## src/rtl/slim_life_ctrl_pkg.sv

```systemverilog
`default_nettype none
// ============================================================================
// Module      : slim_pkg
// Description : Shared types and spawn table for the slime life controller.
// Revision    : 1.0
// ============================================================================
package slim_pkg;

    typedef enum logic [1:0] {
        SPAWN = 2'd0,
        ALIVE = 2'd1,
        DYING = 2'd2,
        WAIT  = 2'd3
    } slim_state_t;

    localparam int NUM_SLIMES = 3;

    typedef logic [9:0] tile_t;

    localparam tile_t SPAWN_ROW [NUM_SLIMES] = '{10'd10, 10'd20, 10'd28};
    localparam tile_t SPAWN_COL [NUM_SLIMES] = '{10'd5,  10'd18, 10'd30};

    function automatic int max3(input int a, input int b, input int c);
        int m;
        m = (a > b) ? a : b;
        return (m > c) ? m : c;
    endfunction

endpackage
`default_nettype wire

```

## src/rtl/slim_life_ctrl_if.sv

```systemverilog
`default_nettype none
// ============================================================================
// Module      : slim_life_ctrl_if
// Description : Hit inputs and per-slime state outputs of the life controller.
// Revision    : 1.0
// ============================================================================
interface slim_life_ctrl_if;
    import slim_pkg::*;

    logic [NUM_SLIMES-1:0]      hit;
    logic [2:0]                 hit_dmg;
    logic                       enable;
    tile_t [NUM_SLIMES-1:0]     slim_row;
    tile_t [NUM_SLIMES-1:0]     slim_col;
    logic [NUM_SLIMES-1:0]      dead;
    logic [NUM_SLIMES-1:0]      alive;
    logic [NUM_SLIMES-1:0][2:0] slim_hp;
    logic [7:0]                 kill_count;

    modport master (
        output hit, hit_dmg, enable,
        input  slim_row, slim_col, dead, alive, slim_hp, kill_count
    );

    modport slave (
        input  hit, hit_dmg, enable,
        output slim_row, slim_col, dead, alive, slim_hp, kill_count
    );

endinterface
`default_nettype wire

```

## src/rtl/slim_life_ctrl_unit.sv

```systemverilog
`default_nettype none
// ============================================================================
// Module      : slim_unit
// Description : One slime: life-state FSM, hit points, patrol and timers.
// Revision    : 1.0
// ============================================================================
module slim_unit
    import slim_pkg::*;
#(
    parameter int    HP_MAX         = 3,
    parameter int    DYING_FRAMES   = 48,
    parameter int    RESPAWN_FRAMES = 120,
    parameter int    MOVE_DIV       = 8,
    parameter int    COL_MIN        = 2,
    parameter int    COL_MAX        = 37,
    parameter tile_t SPAWN_R        = 10'd10,
    parameter tile_t SPAWN_C        = 10'd5
) (
    input  wire logic       frame_clk,
    input  wire logic       RESET,
    input  wire logic       i_hit,
    input  wire logic [2:0] i_hit_dmg,
    input  wire logic       i_enable,
    output tile_t           o_row,
    output tile_t           o_col,
    output logic            o_dead,
    output logic            o_alive,
    output logic [2:0]      o_hp,
    output logic            o_kill
);

    localparam int c_CNT_W = $clog2(max3(DYING_FRAMES, RESPAWN_FRAMES, MOVE_DIV) + 1);
    localparam logic [c_CNT_W-1:0] c_DYING_LAST = c_CNT_W'(DYING_FRAMES - 1);
    localparam logic [c_CNT_W-1:0] c_WAIT_LAST  = c_CNT_W'(RESPAWN_FRAMES - 1);
    localparam logic [c_CNT_W-1:0] c_MOVE_LAST  = c_CNT_W'(MOVE_DIV - 1);

    slim_state_t         r_state;
    logic [c_CNT_W-1:0]  r_cnt;
    logic                r_dir_right;
    tile_t               r_row;
    tile_t               r_col;
    logic [2:0]          r_hp;
    logic                r_dead;
    logic                r_alive;

    logic [3:0]          w_diff;
    logic                w_kill;

    assign w_diff = {1'b0, r_hp} - {1'b0, i_hit_dmg};
    // Kill is combinational so the top-level counter updates on the same edge as DYING entry
    assign w_kill = i_enable && (r_state == ALIVE) && i_hit && (i_hit_dmg >= r_hp);

    always_ff @(posedge frame_clk or negedge RESET) begin
        if (!RESET) begin
            r_state     <= SPAWN;
            r_cnt       <= '0;
            r_dir_right <= 1'b1;
            r_row       <= SPAWN_R;
            r_col       <= SPAWN_C;
            r_hp        <= '0;
            r_dead      <= 1'b0;
            r_alive     <= 1'b0;
        end else if (i_enable) begin
            case (r_state)
                SPAWN: begin
                    r_hp        <= 3'(HP_MAX);
                    r_row       <= SPAWN_R;
                    r_col       <= SPAWN_C;
                    r_dir_right <= 1'b1;
                    r_cnt       <= '0;
                    r_alive     <= 1'b1;
                    r_state     <= ALIVE;
                end
                ALIVE: begin
                    if (w_kill) begin
                        r_hp    <= '0;
                        r_cnt   <= '0;
                        r_dead  <= 1'b1;
                        r_alive <= 1'b0;
                        r_state <= DYING;
                    end else begin
                        if (i_hit) begin
                            r_hp <= w_diff[3] ? 3'd0 : w_diff[2:0];
                        end
                        if (r_cnt == c_MOVE_LAST) begin
                            r_cnt <= '0;
                            // At a boundary the step is spent turning around
                            if (r_dir_right) begin
                                if (r_col == tile_t'(COL_MAX)) r_dir_right <= 1'b0;
                                else                           r_col <= r_col + 10'd1;
                            end else begin
                                if (r_col == tile_t'(COL_MIN)) r_dir_right <= 1'b1;
                                else                           r_col <= r_col - 10'd1;
                            end
                        end else begin
                            r_cnt <= r_cnt + 1'b1;
                        end
                    end
                end
                DYING: begin
                    if (r_cnt == c_DYING_LAST) begin
                        r_cnt   <= '0;
                        r_dead  <= 1'b0;
                        r_state <= WAIT;
                    end else begin
                        r_cnt <= r_cnt + 1'b1;
                    end
                end
                WAIT: begin
                    if (r_cnt == c_WAIT_LAST) begin
                        r_cnt   <= '0;
                        r_state <= SPAWN;
                    end else begin
                        r_cnt <= r_cnt + 1'b1;
                    end
                end
                default: r_state <= SPAWN;
            endcase
        end
    end

    assign o_row   = r_row;
    assign o_col   = r_col;
    assign o_dead  = r_dead;
    assign o_alive = r_alive;
    assign o_hp    = r_hp;
    assign o_kill  = w_kill;

endmodule
`default_nettype wire

```

## src/rtl/slim_life_ctrl.sv

```systemverilog
`default_nettype none
// ============================================================================
// Module      : slim_life_ctrl
// Description : Three slime units plus the saturating kill counter.
// Revision    : 1.0
// ============================================================================
module slim_life_ctrl
    import slim_pkg::*;
#(
    parameter int HP_MAX         = 3,
    parameter int DYING_FRAMES   = 48,
    parameter int RESPAWN_FRAMES = 120,
    parameter int MOVE_DIV       = 8,
    parameter int COL_MIN        = 2,
    parameter int COL_MAX        = 37
) (
    input  wire logic       frame_clk,
    input  wire logic       RESET,
    slim_life_ctrl_if.slave bus
);

    localparam int c_SUM_W = $clog2(NUM_SLIMES + 1);

    logic [NUM_SLIMES-1:0]      w_kill;
    logic [NUM_SLIMES-1:0]      w_dead;
    logic [NUM_SLIMES-1:0]      w_alive;
    tile_t [NUM_SLIMES-1:0]     w_row;
    tile_t [NUM_SLIMES-1:0]     w_col;
    logic [NUM_SLIMES-1:0][2:0] w_hp;
    logic [c_SUM_W-1:0]         w_kill_sum;
    logic [8:0]                 w_kill_total;
    logic [7:0]                 r_kill_count;

    generate
        for (genvar g = 0; g < NUM_SLIMES; g++) begin : g_slime
            slim_unit #(
                .HP_MAX         (HP_MAX),
                .DYING_FRAMES   (DYING_FRAMES),
                .RESPAWN_FRAMES (RESPAWN_FRAMES),
                .MOVE_DIV       (MOVE_DIV),
                .COL_MIN        (COL_MIN),
                .COL_MAX        (COL_MAX),
                .SPAWN_R        (SPAWN_ROW[g]),
                .SPAWN_C        (SPAWN_COL[g])
            ) u_unit (
                .frame_clk (frame_clk),
                .RESET     (RESET),
                .i_hit     (bus.hit[g]),
                .i_hit_dmg (bus.hit_dmg),
                .i_enable  (bus.enable),
                .o_row     (w_row[g]),
                .o_col     (w_col[g]),
                .o_dead    (w_dead[g]),
                .o_alive   (w_alive[g]),
                .o_hp      (w_hp[g]),
                .o_kill    (w_kill[g])
            );
        end
    endgenerate

    always_comb begin
        w_kill_sum = '0;
        for (int i = 0; i < NUM_SLIMES; i++) begin
            w_kill_sum = w_kill_sum + c_SUM_W'(w_kill[i]);
        end
    end

    assign w_kill_total = {1'b0, r_kill_count} + 9'(w_kill_sum);

    always_ff @(posedge frame_clk or negedge RESET) begin
        if (!RESET) begin
            r_kill_count <= '0;
        end else if (w_kill_total[8]) begin
            r_kill_count <= 8'hFF;
        end else begin
            r_kill_count <= w_kill_total[7:0];
        end
    end

    assign bus.slim_row   = w_row;
    assign bus.slim_col   = w_col;
    assign bus.dead       = w_dead;
    assign bus.alive      = w_alive;
    assign bus.slim_hp    = w_hp;
    assign bus.kill_count = r_kill_count;

endmodule
`default_nettype wire

```

## src/flat_wrapper.sv

```systemverilog
// flat-port wrapper written by rule: the top's interface ports become plain ports
module slim_life_ctrl_flat import slim_pkg::*;
#(
    parameter int HP_MAX         = 3,
    parameter int DYING_FRAMES   = 48,
    parameter int RESPAWN_FRAMES = 120,
    parameter int MOVE_DIV       = 8,
    parameter int COL_MIN        = 2,
    parameter int COL_MAX        = 37
)
  (frame_clk, RESET, bus_hit, bus_hit_dmg, bus_enable, bus_slim_row, bus_slim_col, bus_dead, bus_alive, bus_slim_hp, bus_kill_count);
  slim_life_ctrl_if bus_i ();
  input  wire logic frame_clk;
  input  wire logic RESET;
  input wire logic [$bits(bus_i.hit)-1:0] bus_hit;
  input wire logic [$bits(bus_i.hit_dmg)-1:0] bus_hit_dmg;
  input wire logic [$bits(bus_i.enable)-1:0] bus_enable;
  output wire logic [$bits(bus_i.slim_row)-1:0] bus_slim_row;
  output wire logic [$bits(bus_i.slim_col)-1:0] bus_slim_col;
  output wire logic [$bits(bus_i.dead)-1:0] bus_dead;
  output wire logic [$bits(bus_i.alive)-1:0] bus_alive;
  output wire logic [$bits(bus_i.slim_hp)-1:0] bus_slim_hp;
  output wire logic [$bits(bus_i.kill_count)-1:0] bus_kill_count;
  assign bus_i.hit = bus_hit;
  assign bus_i.hit_dmg = bus_hit_dmg;
  assign bus_i.enable = bus_enable;
  assign bus_slim_row = bus_i.slim_row;
  assign bus_slim_col = bus_i.slim_col;
  assign bus_dead = bus_i.dead;
  assign bus_alive = bus_i.alive;
  assign bus_slim_hp = bus_i.slim_hp;
  assign bus_kill_count = bus_i.kill_count;
  slim_life_ctrl #(.HP_MAX(HP_MAX), .DYING_FRAMES(DYING_FRAMES), .RESPAWN_FRAMES(RESPAWN_FRAMES), .MOVE_DIV(MOVE_DIV), .COL_MIN(COL_MIN), .COL_MAX(COL_MAX)) u_core (.frame_clk(frame_clk), .RESET(RESET), .bus(bus_i));
endmodule
```

## config.mk

```make
export PLATFORM = sky130hd
export DESIGN_NAME = slim_life_ctrl_flat
export DESIGN_NICKNAME = d
export VERILOG_FILES = /design/src/rtl/slim_life_ctrl_pkg.sv /design/src/rtl/slim_life_ctrl_if.sv /design/src/rtl/slim_life_ctrl_unit.sv /design/src/rtl/slim_life_ctrl.sv /design/src/flat_wrapper.sv
export SDC_FILE = /design/constraint.sdc
export NUM_CORES = 1
export LEC_CHECK = 0
export ABC_AREA = 0
export ABC_CLOCK_PERIOD_IN_PS = 6070
export BUFFER_PORTS_ARGS = -buffer_cell sky130_fd_sc_hd__buf_4
export CAP_MARGIN = 25
export CORE_UTILIZATION = 60
export CTS_CLUSTER_DIAMETER = 200
export DETAILED_ROUTE_END_ITERATION = 10
export PLACE_DENSITY = 0.88
export SLEW_MARGIN = 25
export SYNTH_ARGS = -nofsm -noshare
export SYNTH_HDL_FRONTEND = slang
export SYNTH_SLANG_ARGS = --single-unit
```

## constraint.sdc

```tcl
create_clock -name frame_clk -period 6.07 [get_ports frame_clk]
set_input_delay 1.821 -clock frame_clk [delete_from_list [all_inputs] [get_ports frame_clk]]
set_output_delay 1.821 -clock frame_clk [all_outputs]
set_load 0.05 [all_outputs]
```

==> results of run 1 <==
[worst max path at each step]
| stage | from | slack, ns | depth (start not counted) | to |
|---|---|---|---|---|
| after CTS | bus_hit_dmg[0] | 1.36 | 12 | u_core.bus.kill_count[3] |
| after global routing | bus_hit_dmg[0] | 1.15 | 12 | u_core.bus.kill_count[3] |
| after global placement | bus_hit_dmg[0] | 1.11 | 12 | u_core.bus.kill_count[0] |
| after floorplan | bus_hit_dmg[0] | 1.43 | 11 | u_core.bus.kill_count[0] |
| final | bus_hit_dmg[0] | 1.31 | 12 | u_core.bus.kill_count[3] |
| after detailed placement | bus_hit_dmg[0] | 0.96 | 12 | u_core.bus.kill_count[3] |
[through the flow]
| step | setup slack (ns) | cell area, um^2 | total power [mW] | cells | util |
|---|---|---|---|---|---|
| after detailed placement | 0.965 | 6560 | 2.78 | 853 | 0.665 |
| final | 1.31 | 6830 | 3.34 | 869 | 0.692 |
| after CTS | 1.36 | 6830 | 3.32 | 869 | 0.692 |
| after global routing | 1.15 | 6830 | 3.56 | 869 | 0.692 |
| after global placement | 1.11 | 6540 | 2.68 | 852 | 0.662 |
| after floorplan | 1.43 | 6250 | 2.33 | 707 | - |
[power by group]
part           internal [mW]  switching, mW  total, mW
logic                  0.651           1.19       1.84
registers              0.740          0.220      0.959
clock network          0.326          0.214      0.540
total                   1.72           1.62       3.34
[state kept, by name, summed over array words and instances, names as in the netlist]
register / flops
u_core.g_slime.u_unit.o_col: 30
u_core.g_slime.u_unit.r_state: 6
u_core.g_slime.u_unit.r_cnt: 21
u_core.g_slime.u_unit.o_hp: 9
u_core.g_slime.u_unit.o_dead: 3
u_core.bus.kill_count: 8
u_core.g_slime.u_unit.o_alive: 3
u_core.g_slime.u_unit.r_dir_right: 3
[metal layers]
metal | wire length (um) | part of all wire | vias up | GRT usage
li1 | - | - | 2508 | -
met1 | 6250 | 0.44 | 2581 | 0.379
met2 | 6730 | 0.48 | 206 | 0.455
met3 | 803 | 0.057 | 32 | 0.0558
met4 | 317 | 0.022 | 0 | 0.108
met5 | 0 | 0 | - | 0
[logic make-up (layout without fill, tap and decap cells)]
group	count (synthesis)	after routing	share of synthesized area
DFF	83	83	0.340
other	2	30	0.00122
buffers and inverters	96	125	0.0839
xor gates and xnor gates	23	23	0.0328
adders and majority gates	61	61	0.138
AOI/OAI and AO/OA	188	188	0.207
and+or+nand+nor	216	216	0.180
muxes	10	10	0.0175
[worst max-delay path, cell delays in order]
cell and delay (ns):
buf_4 0.11, ha_1 0.16, inv_1 0.05, fa_1 0.37, fa_1 0.39, a21oi_1 0.41
fa_1 0.53, ha_1 0.24, fa_1 0.46, and2_1 0.19, nand3_1 0.18, nand2_1 0.09
[layout make-up]
type / instances / area, um^2 / share of cell area
tap: 133 / 166 / 0.0244
clock buffer: 11 / 141 / 0.0207
timing repair buffer: 62 / 485 / 0.0711
multi-input combinational: 528 / 3640 / 0.534
clock inverter: 5 / 125 / 0.0183
inverter: 47 / 176 / 0.0258
sequential: 83 / 2090 / 0.306
[placed cells by master, fill, tap and decap left out, types with 7 or more instances in the layout]
cell | netlist | layout
and2_1 | 7 | 7
nor4_1 | 8 | 8
o21ai_0 | 49 | 49
a21oi_1 | 43 | 43
nor3_1 | 13 | 13
buf_4 | 37 | 61
nand2_1 | 53 | 53
nor2_1 | 47 | 47
dfstp_2 | 11 | 11
dfrtp_1 | 72 | 72
nand3_1 | 33 | 33
conb_1 | 2 | 30
o31ai_1 | 8 | 8
inv_1 | 45 | 45
a21o_1 | 13 | 13
xor2_1 | 13 | 13
and3_1 | 9 | 9
xnor2_1 | 10 | 10
fa_1 | 11 | 11
clkbuf_8 | 0 | 10
a31oi_1 | 7 | 7
ha_1 | 50 | 50
==> parameters.txt, run 1 <==
Parameter                              Value

Logic synthesis
  Flip-flop and latch count after synthesis    83
  Area of the mapped netlist    6140 um^2
  Sequential element share of the synthesized area    0.340
  Share of async-settable or async-resettable flops after synthesis    1.00
  Area share of the largest cell type after synthesis    0.293
  Top post-synthesis cells by count    72 x dfrtp_1, 53 x nand2_1, 50 x ha_1, 49 x o21ai_0, 47 x nor2_1
  Biggest area consumer among synthesized cells    dfrtp_1
  Count of mapped cells out of synthesis    679
  Largest cells by area after synthesis    dfrtp_1 29%, ha_1 10%, dfstp_2 4.7%
  Number of enable flip-flop cells after synthesis    0
  Number of different library cells in the post-synthesis netlist    71
  Number of synthesis warnings    0
  Synthesized area per cell    9.05 um^2
  Most used flip-flop cell after synthesis    dfrtp_1
  Most common cell in the synthesized netlist    dfrtp_1

Final layout
  Final net count    801
  Number of antenna diodes    0
  Share of cells above drive strength 1    0.148
  Layout fillers    728
  Area added between synthesis and finish    11.1%

Hold path
  Worst Hold End    u_core.g_slime[0].u_unit.o_col[2]
  Hold Crit Start    u_core.g_slime[0].u_unit.o_col[2]
  Min-Delay Path Depth    2
  Worst min-delay path category    reg -> reg

STA
  Summed negative setup slack over all endpoints    0 ns
  Max-slew headroom    0.416
  Final worst path period need    4.76 ns
  Timing-limited maximum frequency    210 MHz
  Period utilization    0.784
  Final clock skew    0.0115 ns
  Final worst hold slack    0.494 ns
  Final number of hold-violating endpoints    0
  Max-slew violation count    0
  RSZ-0062 raised after global routing    false
  Number of endpoints failing setup at the final stage    0
  Transition at the pin with the smallest max-transition slack    0.874 ns

Job
  Max-capacitance violation count    0

Drt
  Wire length per cell after detailed routing    16.2 um
  Via count of the routed design    5327
  Violation count after the first detailed-route iteration    314
  Wire length reported by the detailed router    14.1 mm
  Post-DRT Antenna Nets    0
  Via count normalized by instance count    6.13
  Remaining DRCs    0
  DRT Pass-1 Iters    5

Worst setup path
  Critical path fanouts, max    6
  Reg2reg end    u_core.bus.kill_count[3]
  Data required time of the worst path    6.31 ns
  Origin of the critical flop-to-flop path    u_core.g_slime[1].u_unit.o_hp[0]
  Cells on worst reg2reg path    12
  Element type at the critical path start    input pin
  Kind of capture point of the worst setup path    register
  Category of the most critical setup path    in -> reg
  Worst endpoint data arrival time    5.00 ns
  Register-to-register setup slack    2.32 ns

Placement
  Count of buffers from port buffering    61
  Weighted congestion at the end of routability-driven global placement    0.896
  DPL Wire Length    10.3 mm

Clock network
  Number of buffers inserted by hold repair at cts    0
  CTS sink cnt    83
  Register clock-pin slew on the reported worst setup and hold paths    0.09 ns
  Buffer cell driving the clock tree root    clkbuf_8
  Max Buffers Root-to-Sink    2
  Worst skew pair latency    0.37 ns
  TritonCTS clock tree    yes
  Post-cts resize count    0
  Number of H-tree levels    3
  Setup repair bufs after CTS    0
  Total clock buffers created by CTS    9

Floorplanning
  Die footprint    10700 um^2
  DIE WIDTH    103 um
  Number of ports placed on the die boundary    92
  Starting density of the core    0.623
  Std-Cell Rows    36
  Area inside the core boundary    9860 um^2
  Chip Height    103 um

Run status
  Outcome    finished, final reports clean

GRT
  Antenna violations before repair    0
  Vias in the first global route    5061
  Grt total ovfl    0
  Total routing usage reported by global routing    0.283
  Wire length of the first global-routing pass    23.4 mm
  Largest net degree at the start of global routing    55

Power
  Reported leakage power    3.24 nW
  Largest vdd supply drop    0.000266 V
  Pwr/cell area    489 nW/um^2
Power figures use the tool's default switching activity.
==> run 2: changes to the inputs <==
--- a/config.mk
+++ b/config.mk
@@ -6,13 +6,13 @@
 export NUM_CORES = 1
 export LEC_CHECK = 0
 export ABC_AREA = 0
-export ABC_CLOCK_PERIOD_IN_PS = 6070
+export ABC_CLOCK_PERIOD_IN_PS = 4550
 export BUFFER_PORTS_ARGS = -buffer_cell sky130_fd_sc_hd__buf_4
 export CAP_MARGIN = 25
-export CORE_UTILIZATION = 60
+export CORE_UTILIZATION = 58
 export CTS_CLUSTER_DIAMETER = 200
 export DETAILED_ROUTE_END_ITERATION = 10
-export PLACE_DENSITY = 0.88
+export PLACE_DENSITY = 0.86
 export SLEW_MARGIN = 25
 export SYNTH_ARGS = -nofsm -noshare
 export SYNTH_HDL_FRONTEND = slang
==> constraint.sdc (replaced) <==
create_clock -name frame_clk -period 4.55 [get_ports frame_clk]
set_input_delay 1.365 -clock frame_clk [delete_from_list [all_inputs] [get_ports frame_clk]]
set_output_delay 1.365 -clock frame_clk [all_outputs]
set_load 0.05 [all_outputs]
==> parameters.txt, run 2 (synthesis gave the netlist of run 1 again) <==
Parameter                              Value

Final layout
  Number of antenna diodes    0
  Share of cells above drive strength 1    0.153
  Area added between synthesis and finish    10.5%
  Layout fillers    778
  Design Area, Final    6790 um^2
  Commonest non-fill, non-tap cell in the layout    dfrtp_1
  Commonest non-fill, non-tap cells in the layout    72 x dfrtp_1, 65 x buf_4, 53 x nand2_1
  Max reg flops    30
  Final net count    805
  Post-layout utilization of the core    0.661

Worst setup path
  Element type at the critical path start    input pin
  Register-to-register setup slack    1.03 ns
  Worst endpoint data arrival time    4.38 ns
  Origin of the critical flop-to-flop path    u_core.g_slime[2].u_unit.o_hp[0]
  Kind of capture point of the worst setup path    register
  Category of the most critical setup path    in -> reg
  Highest-delay cell along the critical path    fa_1
  CP cell instances    buf_4, ha_1, inv_1, fa_1, fa_1, a21o_1, inv_1, fa_1, ha_1, fa_1, and2_1, nand3_1, nand2_1
  CP peak stage delay    0.47 ns
  Reg2reg end    u_core.bus.kill_count[4]
  Critical path fanouts, max    6
  Top delay family on crit path    adder cells
  Worst path buffer plus inverter count    3
  Data required time of the worst path    4.79 ns
  Most prevalent standard cell on the critical path    fa_1
  Cells on worst reg2reg path    13

Clock network
  Max Buffers Root-to-Sink    2
  Worst skew pair latency    0.37 ns
  Post-cts resize count    0
  Number of buffers inserted by hold repair at cts    0
  Total clock buffers created by CTS    9
  Number of H-tree levels    3
  Register clock-pin slew on the reported worst setup and hold paths    0.09 ns
  TritonCTS clock tree    yes
  Buffer cell driving the clock tree root    clkbuf_8
  Setup repair bufs after CTS    0
  CTS sink cnt    83

Drt
  DRT Pass-1 Iters    4
  Post-DRT Antenna Nets    0
  Via count of the routed design    5342
  Remaining DRCs    0
  Wire length reported by the detailed router    14.1 mm
  Violation count after the first detailed-route iteration    327
  Wire length per cell after detailed routing    16.1 um
  Via count normalized by instance count    6.10

STA
  Number of endpoints failing setup at the final stage    0
  Worst Setup Slack, final    0.410 ns
  RSZ-0062 raised after global routing    false
  Final worst path period need    4.14 ns
  Summed negative setup slack over all endpoints    0 ns
  Final number of hold-violating endpoints    0
  Period utilization    0.910
  Max-slew violation count    0
  Transition at the pin with the smallest max-transition slack    0.779 ns
  Timing-limited maximum frequency    242 MHz
  Final clock skew    0.0147 ns
  Max-slew headroom    0.479

Placement
  Post-placement worst setup slack    0.0268 ns
  Weighted congestion at the end of routability-driven global placement    0.877
  Cell area reported after detailed placement    6600 um^2
  DPL Wire Length    10.4 mm
  Count of buffers from port buffering    61

Power
  Switch Pwr    2.16 mW
  Largest vdd supply drop    0.000407 V
  Pwr/cell area    631 nW/um^2
  Sequential share of power    0.298
  Share of power burned in the clock network    0.128
  Sw Ratio    0.504
  Internal Pwr Total    2.13 mW
  Proportion of power drawn by combinational gates    0.575
  Reported leakage power    3.23 nW

Job
  Max-capacitance violation count    0

Floorplanning
  Chip Height    105 um
  Die footprint    11000 um^2
  Starting density of the core    0.598
  Number of ports placed on the die boundary    92
  Area inside the core boundary    10300 um^2
  DIE WIDTH    105 um
  Std-Cell Rows    37

GRT
  Total routing usage reported by global routing    0.267
  Vias in the first global route    5156
  Grt total ovfl    0
  Antenna violations before repair    0
  Wire length of the first global-routing pass    23.8 mm
  Largest net degree at the start of global routing    53

Hold path
  Worst min-delay path category    reg -> reg
  Worst Hold End    u_core.g_slime[0].u_unit.o_col[2]
  Hold Crit Start    u_core.g_slime[0].u_unit.o_col[2]
  Min-Delay Path Depth    2

Run status
  Outcome    finished, final reports clean
==> run 2: cell types whose count changed in the layout (fill, tap and decap cells not counted), sizes merged <==
cell	previous run	this run
buf	62	66
bufinv	4	1
clkinv	3	5
clkinvlp	0	1
==> run 2: power groups by stage <==
| stage | logic (mW) | registers, mW | clock network (mW) |
|---|---|---|---|
| floorplan | 1.49 | 1.62 | 0 |
| global placement | 2.33 | 1.26 | 0 |
| detailed placement | 2.43 | 1.28 | 0 |
| CTS | 2.45 | 1.27 | 0.553 |
| global route | 2.68 | 1.32 | 0.580 |
| finish | 2.46 | 1.28 | 0.548 |
==> run 2: final cells by class <==
cell class	count	area, um^2	area share
Multi-Input combinational cell	528	3640	0.537
Clock inverter	5	52.6	0.00774
Clock buffer	11	141	0.0208
Tap cell	136	170	0.0251
Sequential cell	83	2090	0.308
Timing Repair Buffer	66	515	0.0759
Inverter	47	176	0.0260
==> run 2: metal layers <==
layer	wire (um)	global-route usage	vias to the layer above
met1	6160	0.357	2598
li1	-	-	2510
met2	6700	0.427	207
met4	303	0.117	0
met5	0	0	-
met3	935	0.0462	27
==> run 2: how the worst max path moves through the flow <==
stage                    from                  endpoint  cells past startpoint
6_report       bus_hit_dmg[0]  u_core.bus.kill_count[4]                     13
2_1_floorplan  bus_hit_dmg[0]  u_core.bus.kill_count[0]                     11
3_5_place_dp   bus_hit_dmg[0]  u_core.bus.kill_count[4]                     13
3_3_place_gp   bus_hit_dmg[0]  u_core.bus.kill_count[0]                     13
5_1_grt        bus_hit_dmg[0]  u_core.bus.kill_count[2]                     13
4_1_cts        bus_hit_dmg[0]  u_core.bus.kill_count[4]                     13
==> run 2: per-stage QoR <==
stage               total power [mW]  cells  hold slack [ns]
global placement                3.59    859            0.478
floorplan                       3.11    707            0.464
detailed placement              3.71    860            0.492
global route                    4.58    876            0.537
finish                          4.29    876            0.510
CTS                             4.27    876            0.511
==> run 2: tightest hold or removal path: cells and delay by family, from the launching register on <==
kind / cells / cell delay, ns
DFF: 1 / 0.40
buffers and inverters: 1 / 0.06
AOI/OAI and AO/OA: 1 / 0.05
